File: src/rtl/uart_tx_serial_if.sv
// uart_tx_serial_if: byte handshake between the transmit FIFO and the UART transmitter
interface uart_tx_serial_if;
    logic       order;
    logic [7:0] data;
    logic       sendable;
    modport master(output order, output data, input sendable);
    modport slave(input order, input data, output sendable);
endinterface

File: src/rtl/uart_tx_serial.sv
// uart_tx_serial: 8N1 UART transmitter with a one-byte holding register for gapless frames
`ifndef DEFAULT_BAUD
`define DEFAULT_BAUD 16
`endif
module uart_tx_serial #(
    parameter int BAUD = `DEFAULT_BAUD
) (
    input  logic            clk,
    input  logic            rstn,
    uart_tx_serial_if.slave bus,
    output logic            txd
);
    localparam int CW = $clog2(BAUD);
    typedef enum logic [1:0] {IDLE, START, DATA, STOP} state_t;
    state_t        state, state_n;
    logic [CW-1:0] cnt, cnt_n;
    logic [2:0]    bit_idx, bit_idx_n;
    logic [7:0]    shift, shift_n, hold, hold_n;
    logic          hold_v, hold_v_n, txd_n;
    logic          accept, avail, bit_end, load;
    assign accept       = bus.order & ~hold_v;
    assign avail        = hold_v | accept;
    assign bit_end      = cnt == CW'(BAUD - 1);
    assign bus.sendable = ~hold_v;
    always_comb begin
        state_n   = state;
        cnt_n     = bit_end ? '0 : cnt + 1'b1;
        bit_idx_n = bit_idx;
        shift_n   = shift;
        load      = 1'b0;
        case (state)
            IDLE: begin
                cnt_n = '0;
                if (avail) begin
                    state_n = START;
                    load    = 1'b1;
                end
            end
            START: if (bit_end) begin
                state_n   = DATA;
                bit_idx_n = '0;
            end
            DATA: if (bit_end) begin
                shift_n   = shift >> 1;
                bit_idx_n = bit_idx + 1'b1;
                if (bit_idx == 3'd7) state_n = STOP;
            end
            STOP: if (bit_end) begin
                state_n = avail ? START : IDLE;
                load    = avail;
            end
            default: state_n = IDLE;
        endcase
        // a load drains hold if it is full, otherwise the accepted byte bypasses it
        if (load) shift_n = hold_v ? hold : bus.data;
        hold_v_n = avail & ~load;
        hold_n   = (accept & ~load) ? bus.data : hold;
        txd_n    = (state_n == START) ? 1'b0 : (state_n == DATA) ? shift_n[0] : 1'b1;
    end
    always_ff @(posedge clk) begin
        if (!rstn) begin
            state   <= IDLE;
            cnt     <= '0;
            bit_idx <= '0;
            shift   <= '0;
            hold    <= '0;
            hold_v  <= 1'b0;
            txd     <= 1'b1;
        end else begin
            state   <= state_n;
            cnt     <= cnt_n;
            bit_idx <= bit_idx_n;
            shift   <= shift_n;
            hold    <= hold_n;
            hold_v  <= hold_v_n;
            txd     <= txd_n;
        end
    end
endmodule

File: src/flat_wrapper.sv
// flat-port wrapper written by rule: the top's interface ports become plain ports
module uart_tx_serial_flat 
#(
    parameter int BAUD = `DEFAULT_BAUD
)
  (clk, rstn, txd, bus_order, bus_data, bus_sendable);
  uart_tx_serial_if bus_i ();
  input  logic clk;
  input  logic rstn;
  output logic txd;
  input wire logic [$bits(bus_i.order)-1:0] bus_order;
  input wire logic [$bits(bus_i.data)-1:0] bus_data;
  output wire logic [$bits(bus_i.sendable)-1:0] bus_sendable;
  assign bus_i.order = bus_order;
  assign bus_i.data = bus_data;
  assign bus_sendable = bus_i.sendable;
  uart_tx_serial #(.BAUD(BAUD)) u_core (.clk(clk), .rstn(rstn), .bus(bus_i), .txd(txd));
endmodule
File: config.mk
export PLATFORM = sky130hd
export DESIGN_NAME = uart_tx_serial_flat
export DESIGN_NICKNAME = d
export VERILOG_FILES = /design/src/rtl/uart_tx_serial_if.sv /design/src/rtl/uart_tx_serial.sv /design/src/flat_wrapper.sv
export SDC_FILE = /design/constraint.sdc
export NUM_CORES = 1
export LEC_CHECK = 0
export ABC_AREA = 0
export BUFFER_PORTS_ARGS = -buffer_cell sky130_fd_sc_hd__buf_2
export CORE_MARGIN = 4
export CORE_UTILIZATION = 50
export DETAILED_ROUTE_END_ITERATION = 8
export GPL_TIMING_DRIVEN = 0
export PLACE_DENSITY = 0.67
export SLEW_MARGIN = 40
export SYNTH_ARGS = -nofsm -noshare
export SYNTH_HDL_FRONTEND = slang
export SYNTH_SLANG_ARGS = --single-unit
File: constraint.sdc
create_clock -name clk -period 2.2 [get_ports clk]
set_clock_uncertainty 0.2 [all_clocks]
set_input_delay 0.11 -clock clk [delete_from_list [all_inputs] [get_ports clk]]
set_output_delay 0.11 -clock clk [all_outputs]
set_load 0.02 [all_outputs]
==> results.py, run 1 <==
metrics = {
    "run_status": {
        "status": "completed",
    },
    "timing": {
        "final-setup-viol-count": 0,
        "whs_ns": 0.00827,
        "finalWorstSetupSlack_ns": 0.163,
        "hold_violations": 0,
        "rsz0062_at_grt": "false",
        "setup_tns_ns": 0,
        "relSlewSlack_pct": 67.2,
        "period_share_pct": 92.6,
        "max_freq_mhz": 491,
        "drv_slew": 0,
        "worst_slew_pin_slew_ns": 0.490,
        "layout_min_cycle_time_ns": 2.04,
    },
    "worst_setup_path": {
        "reg2reg_from": "u_core.state[1]",
        "worstSetupPathType": "reg -> reg",
        "rr_endpoint": "u_core.txd",
        "path_buf_inv": 2,
        "path_cells": "inv_1 -> ha_1 -> buf_6 -> nor3_4 -> a21oi_2 -> and4bb_1 -> o21ai_2",
        "rrSetupSlack_ns": 0.16,
        "cp.required_ns": 2.22,
        "critPathSlowestCell": "dfxtp_1",
        "endpoint_kind": "register",
        "cp.arrival_ns": 2.06,
        "start_kind": "register",
        "cp_slowest_stage_delay_ns": 0.43,
        "worstRegToRegCells": 7,
        "cp_top_family": "simple AND/OR/NAND/NOR gates",
        "crit_path_max_fanout": 8,
    },
    "pwr": {
        "p_comb_share_pct": 51.3,
        "p_per_area_mw_per_mm2": 1160,
        "power.total_mw": 1.92,
        "power.leakage_nw": 0.705,
        "switching_share_pct": 40.9,
        "pwr-share-seq_pct": 37.0,
        "pwr-share-clk_pct": 11.6,
        "intPower_mw": 1.13,
        "ir_worst_vdd_v": 0.000706,
        "p_switching_uw": 784,
    },
    "finish": {
        "fillers": 256,
        "diodes": 0,
        "drive_gt1_share_pct": 17.9,
        "layout.cells.most_common": "dfxtp_1",
        "most-common-layout-cells": "27 x dfxtp_1, 17 x nand2_1, 17 x nand3_1, 15 x buf_2, 15 x mux2i_1",
        "area_growth_syn_to_layout_pct": 15.5,
        "area.sequential_um2": 541,
        "fin_nets": 199,
        "final_cells": 210,
        "multiInputGateArea_um2": 843,
    },
    "route": {
        "wl_per_cell_um": 13.4,
        "ant_nets": 0,
        "drt_first_pass_iters": 4,
        "wl_mm": 2.82,
        "drc": 0,
        "vias": 1158,
        "viasPerCell": 5.51,
        "drtIter0Drc": 23,
    },
    "cts": {
        "cts.clk_slew.worst_paths_ns": 0.15,
        "numCtsBuffers": 3,
        "clockRootBuffer": "clkbuf_4",
        "cts_tree": "built",
        "cts_sinks": 27,
        "clk_latency_ns": 0.33,
        "cts_max_path_buffers": 2,
        "h-tree-depth": 1,
    },
    "global_route": {
        "met2_usage_pct": 31.4,
        "use_met3_pct": 3.98,
        "grt_max_degree": 17,
        "grt_pass1_wl_mm": 4.97,
        "antenna_found_initial": 0,
        "use_met1_pct": 19.5,
        "grt_util_all_layers_pct": 17.3,
        "top_usage_layer": "met2",
        "first_global_vias": 1158,
        "grt-ovfl-total": 0,
    },
    "synth": {
        "ys_seq_area_share_pct": 37.6,
        "netlist_instances": 154,
        "synth_seq_cells": 27,
        "synth_area_mm2": 0.00144,
        "synthDistinctLibCells": 37,
        "avgSynthCellArea_um2": 9.33,
        "ys_warn_count": 0,
        "syn_nets": 173,
    },
    "worst_hold_path": {
        "hold_class": "in -> reg",
        "whs_path_depth": 4,
        "worstHoldEndpoint": "u_core.shift[7]",
        "hold_start": "bus_order",
    },
    "place": {
        "place_ws_ns": 0.129,
        "dp.cells": 197,
        "port_buffers": 12,
        "place_congestion": 0.753,
        "dp_hpwl_mm": 2.11,
    },
    "run": {
        "maxCapViolCount": 0,
    },
    "die": {
        "die_y_um": 61.6,
        "design.core.area_mm2": 0.00276,
        "io_pins": 13,
        "row_count": 19,
        "die_x_um": 61.6,
        "start_util_pct": 52.1,
        "dieArea_mm2": 0.00379,
    },
}
## power groups by stage
stage               registers, mW  clock network, mW  logic [mW]
floorplan                   0.711                  0       0.788
global placement            0.712                  0       0.938
detailed placement          0.721                  0       0.972
CTS                         0.711              0.228       0.991
global route                0.728              0.257        1.10
finish                      0.710              0.222       0.984
## state kept, by name, summed over array words and instances, names as in the netlist
register,cells
u_core.hold,8
u_core.shift,8
u_core.cnt,4
u_core.bit_idx,3
u_core.state,2
u_core.hold_v,1
u_core.txd,1
## cell families (layout without fill, tap and decap cells)
family,count (synthesis),count (layout),synth area share (%)
buf+inv,12,37,3.92
flops,27,27,37.6
simple gates,71,71,26.8
fa+ha+maj,8,8,6.97
xor+xnor,2,2,1.22
mux,16,16,11.2
compound gates,18,18,12.2
## final cells by class
cell class,count,area share [%]
flip-flops and latches,27,32.6
repair buffers,21,9.05
clock buffers,3,1.36
multi-input cells,115,50.8
clock inverters,1,0.452
plain buffers,7,2.26
well taps,31,2.34
inverters,5,1.13
## synth_stat cells, drive strengths merged
cell | number | area [µm²]
a21oi | 3 | 18.8
and4bb | 1 | 12.5
nor2b | 9 | 56.3
xnor2 | 1 | 8.76
buf | 4 | 26.3
nor2 | 10 | 40.0
nor3b | 2 | 15.0
nor3 | 1 | 16.3
inv | 5 | 18.8
dfxtp | 27 | 541
a21boi | 4 | 30.0
xor2 | 1 | 8.76
mux2 | 1 | 11.3
o21ai | 5 | 28.8
mux2i | 15 | 150
clkbuf | 3 | 11.3
a41oi | 2 | 36.3
o32ai | 2 | 32.5
nand2 | 17 | 63.8
and3 | 7 | 45.1
o21a | 1 | 7.51
o211ai | 1 | 21.3
nand4 | 3 | 25.0
nand3b | 1 | 7.51
and2 | 2 | 12.5
ha | 8 | 100
nand3 | 17 | 85.1
nor4 | 1 | 6.26
## worst max path at each step
stage | startpoint | endpoint | slack (ns) | cells past startpoint
after CTS | u_core.state[1] | u_core.shift[5] | 0.11 | 7
final | u_core.state[1] | u_core.txd | 0.16 | 7
after global routing | u_core.state[1] | u_core.txd | 0.02 | 7
after global placement | u_core.state[1] | u_core.shift[6] | 0.19 | 7
after floorplan | u_core.state[1] | u_core.txd | 0.34 | 7
after detailed placement | u_core.state[1] | u_core.shift[6] | 0.13 | 7
## metrics by stage
step	utilization, %	area (µm²)
2_1_floorplan	-	1440
3_3_place_gp	55.7	1540
3_5_place_dp	55.7	1540
4_1_cts	60.0	1660
5_1_grt	60.2	1660
6_report	60.2	1660
## metal layers
layer  part of all wire (%)  vias to the layer above
met1                     43                      550
met3                    3.2                        5
met2                     52                       14
met4                    1.2                        0
met5                      0                        -
li1                       -                      589
## worst reg2reg max path, stage by stage, from the launching register on
cell and delay, ns:
dfxtp_1 0.43, inv_1 0.11, ha_1 0.30, buf_6 0.15, nor3_4 0.32, a21oi_2 0.06, and4bb_1 0.29, o21ai_2 0.05
## timing repair
item | in CTS | in global routing
resized for setup | 0 | 1
setup endpoints to repair | 0 | 7
buffers inserted | 0 | 0
hold buffers | 9 | 0
hold endpoints to repair | 21 | 0
Power figures use the tool's default switching activity.
==> run 2, diff against run 1 <==
Settings changed: REMOVE_ABC_BUFFERS set to 1.
==> results.py, run 2 (synthesis gave the netlist of run 1 again) <==
metrics = {
    "run": {
        "maxCapViolCount": 0,
    },
    "finish": {
        "largest_registers": "u_core.hold (8), u_core.shift (8), u_core.cnt (4)",
        "diodes": 0,
        "fin_nets": 193,
        "final_area_mm2": 0.00164,
        "drive_gt1_share_pct": 17.3,
        "most-common-layout-cells": "27 x dfxtp_1, 17 x nand2_1, 17 x nand3_1, 15 x mux2i_1, 12 x buf_2",
        "area_growth_syn_to_layout_pct": 14.4,
        "layout.cells.most_common": "dfxtp_1",
    },
    "cts": {
        "numCtsBuffers": 3,
        "cts_tree": "built",
        "cts_max_path_buffers": 2,
        "clockRootBuffer": "clkbuf_4",
        "cts_sinks": 27,
        "clk_latency_ns": 0.32,
        "cts.clk_slew.worst_paths_ns": 0.14,
        "h-tree-depth": 1,
    },
    "die": {
        "start_util_pct": 52.1,
        "die_x_um": 61.6,
        "die_y_um": 61.6,
        "row_count": 19,
        "dieArea_mm2": 0.00379,
        "design.core.area_mm2": 0.00276,
        "io_pins": 13,
    },
    "worst_hold_path": {
        "hold_class": "in -> reg",
        "whs_path_depth": 4,
        "worstHoldEndpoint": "u_core.shift[7]",
        "hold_start": "bus_order",
    },
    "timing": {
        "period_share_pct": 93.6,
        "final-setup-viol-count": 0,
        "hold_violations": 0,
        "setup_tns_ns": 0,
        "whs_ns": 0.0436,
        "finalWorstSetupSlack_ns": 0.141,
        "layout_min_cycle_time_ns": 2.06,
        "rsz0062_at_grt": "false",
        "drv_slew": 0,
        "max_freq_mhz": 486,
        "relSlewSlack_pct": 64.3,
        "worst_slew_pin_slew_ns": 0.535,
    },
    "route": {
        "drt_first_pass_iters": 6,
        "drc": 0,
        "wl_mm": 2.66,
        "drtIter0Drc": 47,
        "viasPerCell": 5.44,
        "ant_nets": 0,
        "wl_per_cell_um": 13.0,
        "vias": 1110,
    },
    "worst_setup_path": {
        "cp.required_ns": 2.22,
        "crit_path_max_fanout": 8,
        "reg2reg_from": "u_core.state[1]",
        "endpoint_kind": "register",
        "rr_endpoint": "u_core.hold[5]",
        "worstRegToRegCells": 5,
        "cp.arrival_ns": 2.08,
        "start_kind": "register",
        "worstSetupPathType": "reg -> reg",
        "rrSetupSlack_ns": 0.14,
    },
    "place": {
        "place_ws_ns": -0.00583,
        "dp_hpwl_mm": 1.86,
        "port_buffers": 12,
        "postPlaceCellArea_mm2": 0.00150,
        "place_congestion": 0.720,
    },
    "global_route": {
        "grt_pass1_wl_mm": 4.75,
        "grt-ovfl-total": 0,
        "grt_max_degree": 26,
        "antenna_found_initial": 0,
        "first_global_vias": 1107,
        "grt_util_all_layers_pct": 16.8,
    },
    "pwr": {
        "power.leakage_nw": 0.687,
        "ir_worst_vdd_v": 0.000890,
        "p_per_area_mw_per_mm2": 1150,
    },
    "run_status": {
        "status": "completed",
    },
}
==> run 2: changes by cell type in the layout (fill, tap and decap cells not counted), sizes merged <==
cell      change
clkbuf        -2
buf           -3
clkinvlp      -1
==> run 2: stage by stage <==
step	cells	total power, mW	utilization [%]
finish	204	1.89	59.6
global route	204	2.06	59.6
CTS	203	1.87	58.6
detailed placement	190	1.64	54.3
global placement	190	1.61	54.3
floorplan	147	1.46	-
==> run 2: final cells by class <==
| type | count | area [µm²] |
|---|---|---|
| Timing Repair Buffer | 22 | 158 |
| Sequential cell | 27 | 541 |
| Inverter | 5 | 18.8 |
| Fill cell | 245 | 1110 |
| Clock buffer | 4 | 26.3 |
| Multi-Input combinational cell | 115 | 861 |
| Tap cell | 31 | 38.8 |
==> run 2: routing by layer <==
layer  track usage, %  routed length (µm)  part of all wire [%]
met4             7.27                  40                   1.5
met5                0                   0                     0
met3             3.14                  77                   2.9
met2             27.5                1280                    48
met1             21.5                1270                    48
==> run 2: worst max-delay path by stage <==
stage,start,endpoint,slack [ns],cells after the start
after CTS,u_core.state[1],u_core.shift[3],0.09,7
final,u_core.state[1],u_core.hold[5],0.14,5
after global placement,u_core.state[0],u_core.txd,0.04,7
after global routing,u_core.state[1],u_core.hold[5],0.02,5
after floorplan,u_core.state[0],u_core.txd,0.31,7
after detailed placement,u_core.state[0],u_core.txd,-0.006,7
==> run 2: what timing repair did <==
action / 4_1_cts / 5_1_grt
hold buffers: 9 / 0
buffers inserted: 0 / 1
setup endpoints to repair: 1 / 8
resized for setup: 1 / 4
pin swaps: 0 / 1
hold endpoints to repair: 17 / 0
==> run 2: worst max-delay path, stage by stage, from the launching register on <==
cell and delay (ns):
dfxtp_1 0.44, inv_1 0.11, ha_1 0.45, o211ai_4 0.43, mux2i_1 0.25, nor2b_1 0.07
==> run 2: where the power goes <==
| group | switching [mW] | internal [mW] | leakage (nW) |
|---|---|---|---|
| logic | 0.522 | 0.421 | 0.451 |
| clock network | 0.139 | 0.0709 | 0.0150 |
| registers | 0.107 | 0.631 | 0.221 |
| total | 0.767 | 1.12 | 0.687 |
==> run 3, diff against run 2 <==
Settings changed: BUFFER_PORTS_ARGS -buffer_cell sky130_fd_sc_hd__buf_2 to -buffer_cell sky130_fd_sc_hd__buf_4, CELL_PAD_IN_SITES_DETAIL_PLACEMENT set to 1, CELL_PAD_IN_SITES_GLOBAL_PLACEMENT set to 1, CORE_UTILIZATION 50 to 44, PLACE_DENSITY 0.67 to 0.75.
==> results.py, run 3 (synthesis gave the netlist of run 1 again) <==
metrics = {
    "run_status": {
        "status": "completed",
    },
    "pwr": {
        "switching_share_pct": 41.6,
        "pwr-share-seq_pct": 38.1,
        "p_per_area_mw_per_mm2": 1160,
        "intPower_mw": 1.14,
        "ir_worst_vdd_v": 0.000441,
        "pwr-share-clk_pct": 11.1,
        "power.total_mw": 1.95,
        "p_switching_uw": 810,
        "power.leakage_nw": 0.700,
        "p_comb_share_pct": 50.8,
    },
    "worst_setup_path": {
        "reg2reg_from": "u_core.state[0]",
        "cp.required_ns": 2.23,
        "start_kind": "register",
        "endpoint_kind": "register",
        "worstRegToRegCells": 5,
        "critPathSlowestCell": "ha_1",
        "cp.arrival_ns": 2.12,
        "crit_path_start": "u_core.state[0]",
        "path_cells": "inv_1 -> ha_1 -> o211ai_4 -> mux2i_1 -> nor2b_1",
        "crit_path_max_fanout": 8,
        "cp_slowest_stage_delay_ns": 0.48,
        "worstSetupPathType": "reg -> reg",
    },
    "die": {
        "dieArea_mm2": 0.00424,
        "start_util_pct": 46.7,
        "die_x_um": 65.1,
        "row_count": 20,
        "io_pins": 13,
        "die_y_um": 65.1,
        "design.core.area_mm2": 0.00308,
    },
    "place": {
        "port_buffers": 12,
        "place_congestion": 0.816,
        "postPlaceCellArea_mm2": 0.00154,
        "place_ws_ns": -0.0274,
        "dp_hpwl_mm": 2.24,
    },
    "timing": {
        "max_freq_mhz": 478,
        "rsz0062_at_grt": "false",
        "hold_violations": 0,
        "period_share_pct": 95.0,
        "layout_min_cycle_time_ns": 2.09,
        "relSlewSlack_pct": 61.5,
        "finalWorstSetupSlack_ns": 0.109,
        "worst_slew_pin_slew_ns": 0.576,
        "drv_slew": 0,
        "final-setup-viol-count": 0,
    },
    "cts": {
        "cts_tree": "built",
        "cts_max_path_buffers": 2,
        "cts_sinks": 27,
        "cts.clk_slew.worst_paths_ns": 0.15,
        "numCtsBuffers": 3,
        "h-tree-depth": 1,
        "clockRootBuffer": "clkbuf_4",
        "clk_latency_ns": 0.32,
    },
    "route": {
        "vias": 1192,
        "drt_first_pass_iters": 4,
        "wl_mm": 3.15,
        "wl_per_cell_um": 14.5,
        "ant_nets": 0,
        "drc": 0,
        "drtIter0Drc": 52,
        "viasPerCell": 5.49,
    },
    "global_route": {
        "grt-ovfl-total": 0,
        "grt_util_all_layers_pct": 16.4,
        "first_global_vias": 1227,
        "antenna_found_initial": 0,
        "grt_pass1_wl_mm": 5.55,
        "grt_max_degree": 26,
    },
    "finish": {
        "drive_gt1_share_pct": 17.3,
        "largest_registers": "u_core.hold (8), u_core.shift (8), u_core.cnt (4)",
        "area_growth_syn_to_layout_pct": 17.3,
        "final_area_mm2": 0.00169,
        "most-common-layout-cells": "27 x dfxtp_1, 17 x nand2_1, 17 x nand3_1, 15 x mux2i_1, 13 x buf_4",
        "fillers": 369,
        "fin_util_pct": 54.8,
        "fin_nets": 193,
        "diodes": 0,
        "layout.cells.most_common": "dfxtp_1",
    },
    "run": {
        "maxCapViolCount": 0,
    },
    "worst_hold_path": {
        "hold_start": "bus_order",
        "hold_class": "in -> reg",
        "whs_path_depth": 4,
    },
}
## run 3: stage by stage
| step | hold slack, ns | instances | setup TNS [ns] |
|---|---|---|---|
| after CTS | 0.0113 | 216 | 0 |
| final | 0.0185 | 217 | 0 |
| after detailed placement | 0.188 | 203 | -0.0274 |
| after global routing | 0.0183 | 217 | 0 |
| after global placement | 0.171 | 203 | 0 |
| after floorplan | -0.0308 | 147 | 0 |
## run 3: worst paths after layout
| path | to | slack [ns] |
|---|---|---|
| setup / recovery | u_core.hold[7] | 0.11 |
| hold / removal | u_core.shift[7] | 0.02 |
| setup reg to reg | u_core.hold[7] | 0.11 |
| hold reg to reg | u_core.shift[7] | 0.28 |
## run 3: routing by layer
metal / global-route usage (%) / part of all wire [%] / vias to the layer above
met2: 31.2 / 52 / 17
met1: 19.3 / 45 / 593
met3: 2.56 / 2.7 / 2
met4: 3.11 / 0.32 / 0
met5: 0 / 0 / -
li1: - / - / 580
## run 3: layout make-up
class | instances | area, µm² | area share, %
Tap cell | 44 | 55.1 | 3.27
Multi-Input combinational cell | 115 | 857 | 50.9
Clock buffer | 4 | 26.3 | 1.56
Sequential cell | 27 | 541 | 32.1
Timing Repair Buffer | 22 | 188 | 11.1
Inverter | 5 | 18.8 | 1.11
## run 3: worst max-delay path: cells and delay by family, from the launching register on
family	cells	cell delay, ns
adders and majority gates	1	0.48
buffers and inverters	1	0.11
muxes	1	0.25
AOI/OAI and AO/OA	1	0.47
and+or+nand+nor	1	0.06
DFF	1	0.43
## run 3: power by group through the flow
stage               registers [mW]  clock network (mW)  logic, mW
floorplan                    0.731                   0      0.730
global placement             0.740                   0      0.903
detailed placement           0.752                   0      0.943
CTS                          0.741               0.227      0.972
global route                 0.759               0.250       1.09
finish                       0.742               0.216      0.989
## run 3: repair_timing
item,4_1_cts,5_1_grt
setup endpoints to repair,2,1
endpoints found under the hold margin,24,0
pin swaps,0,1
hold buffers,9,0
resized for setup,2,2
buffers inserted,0,1
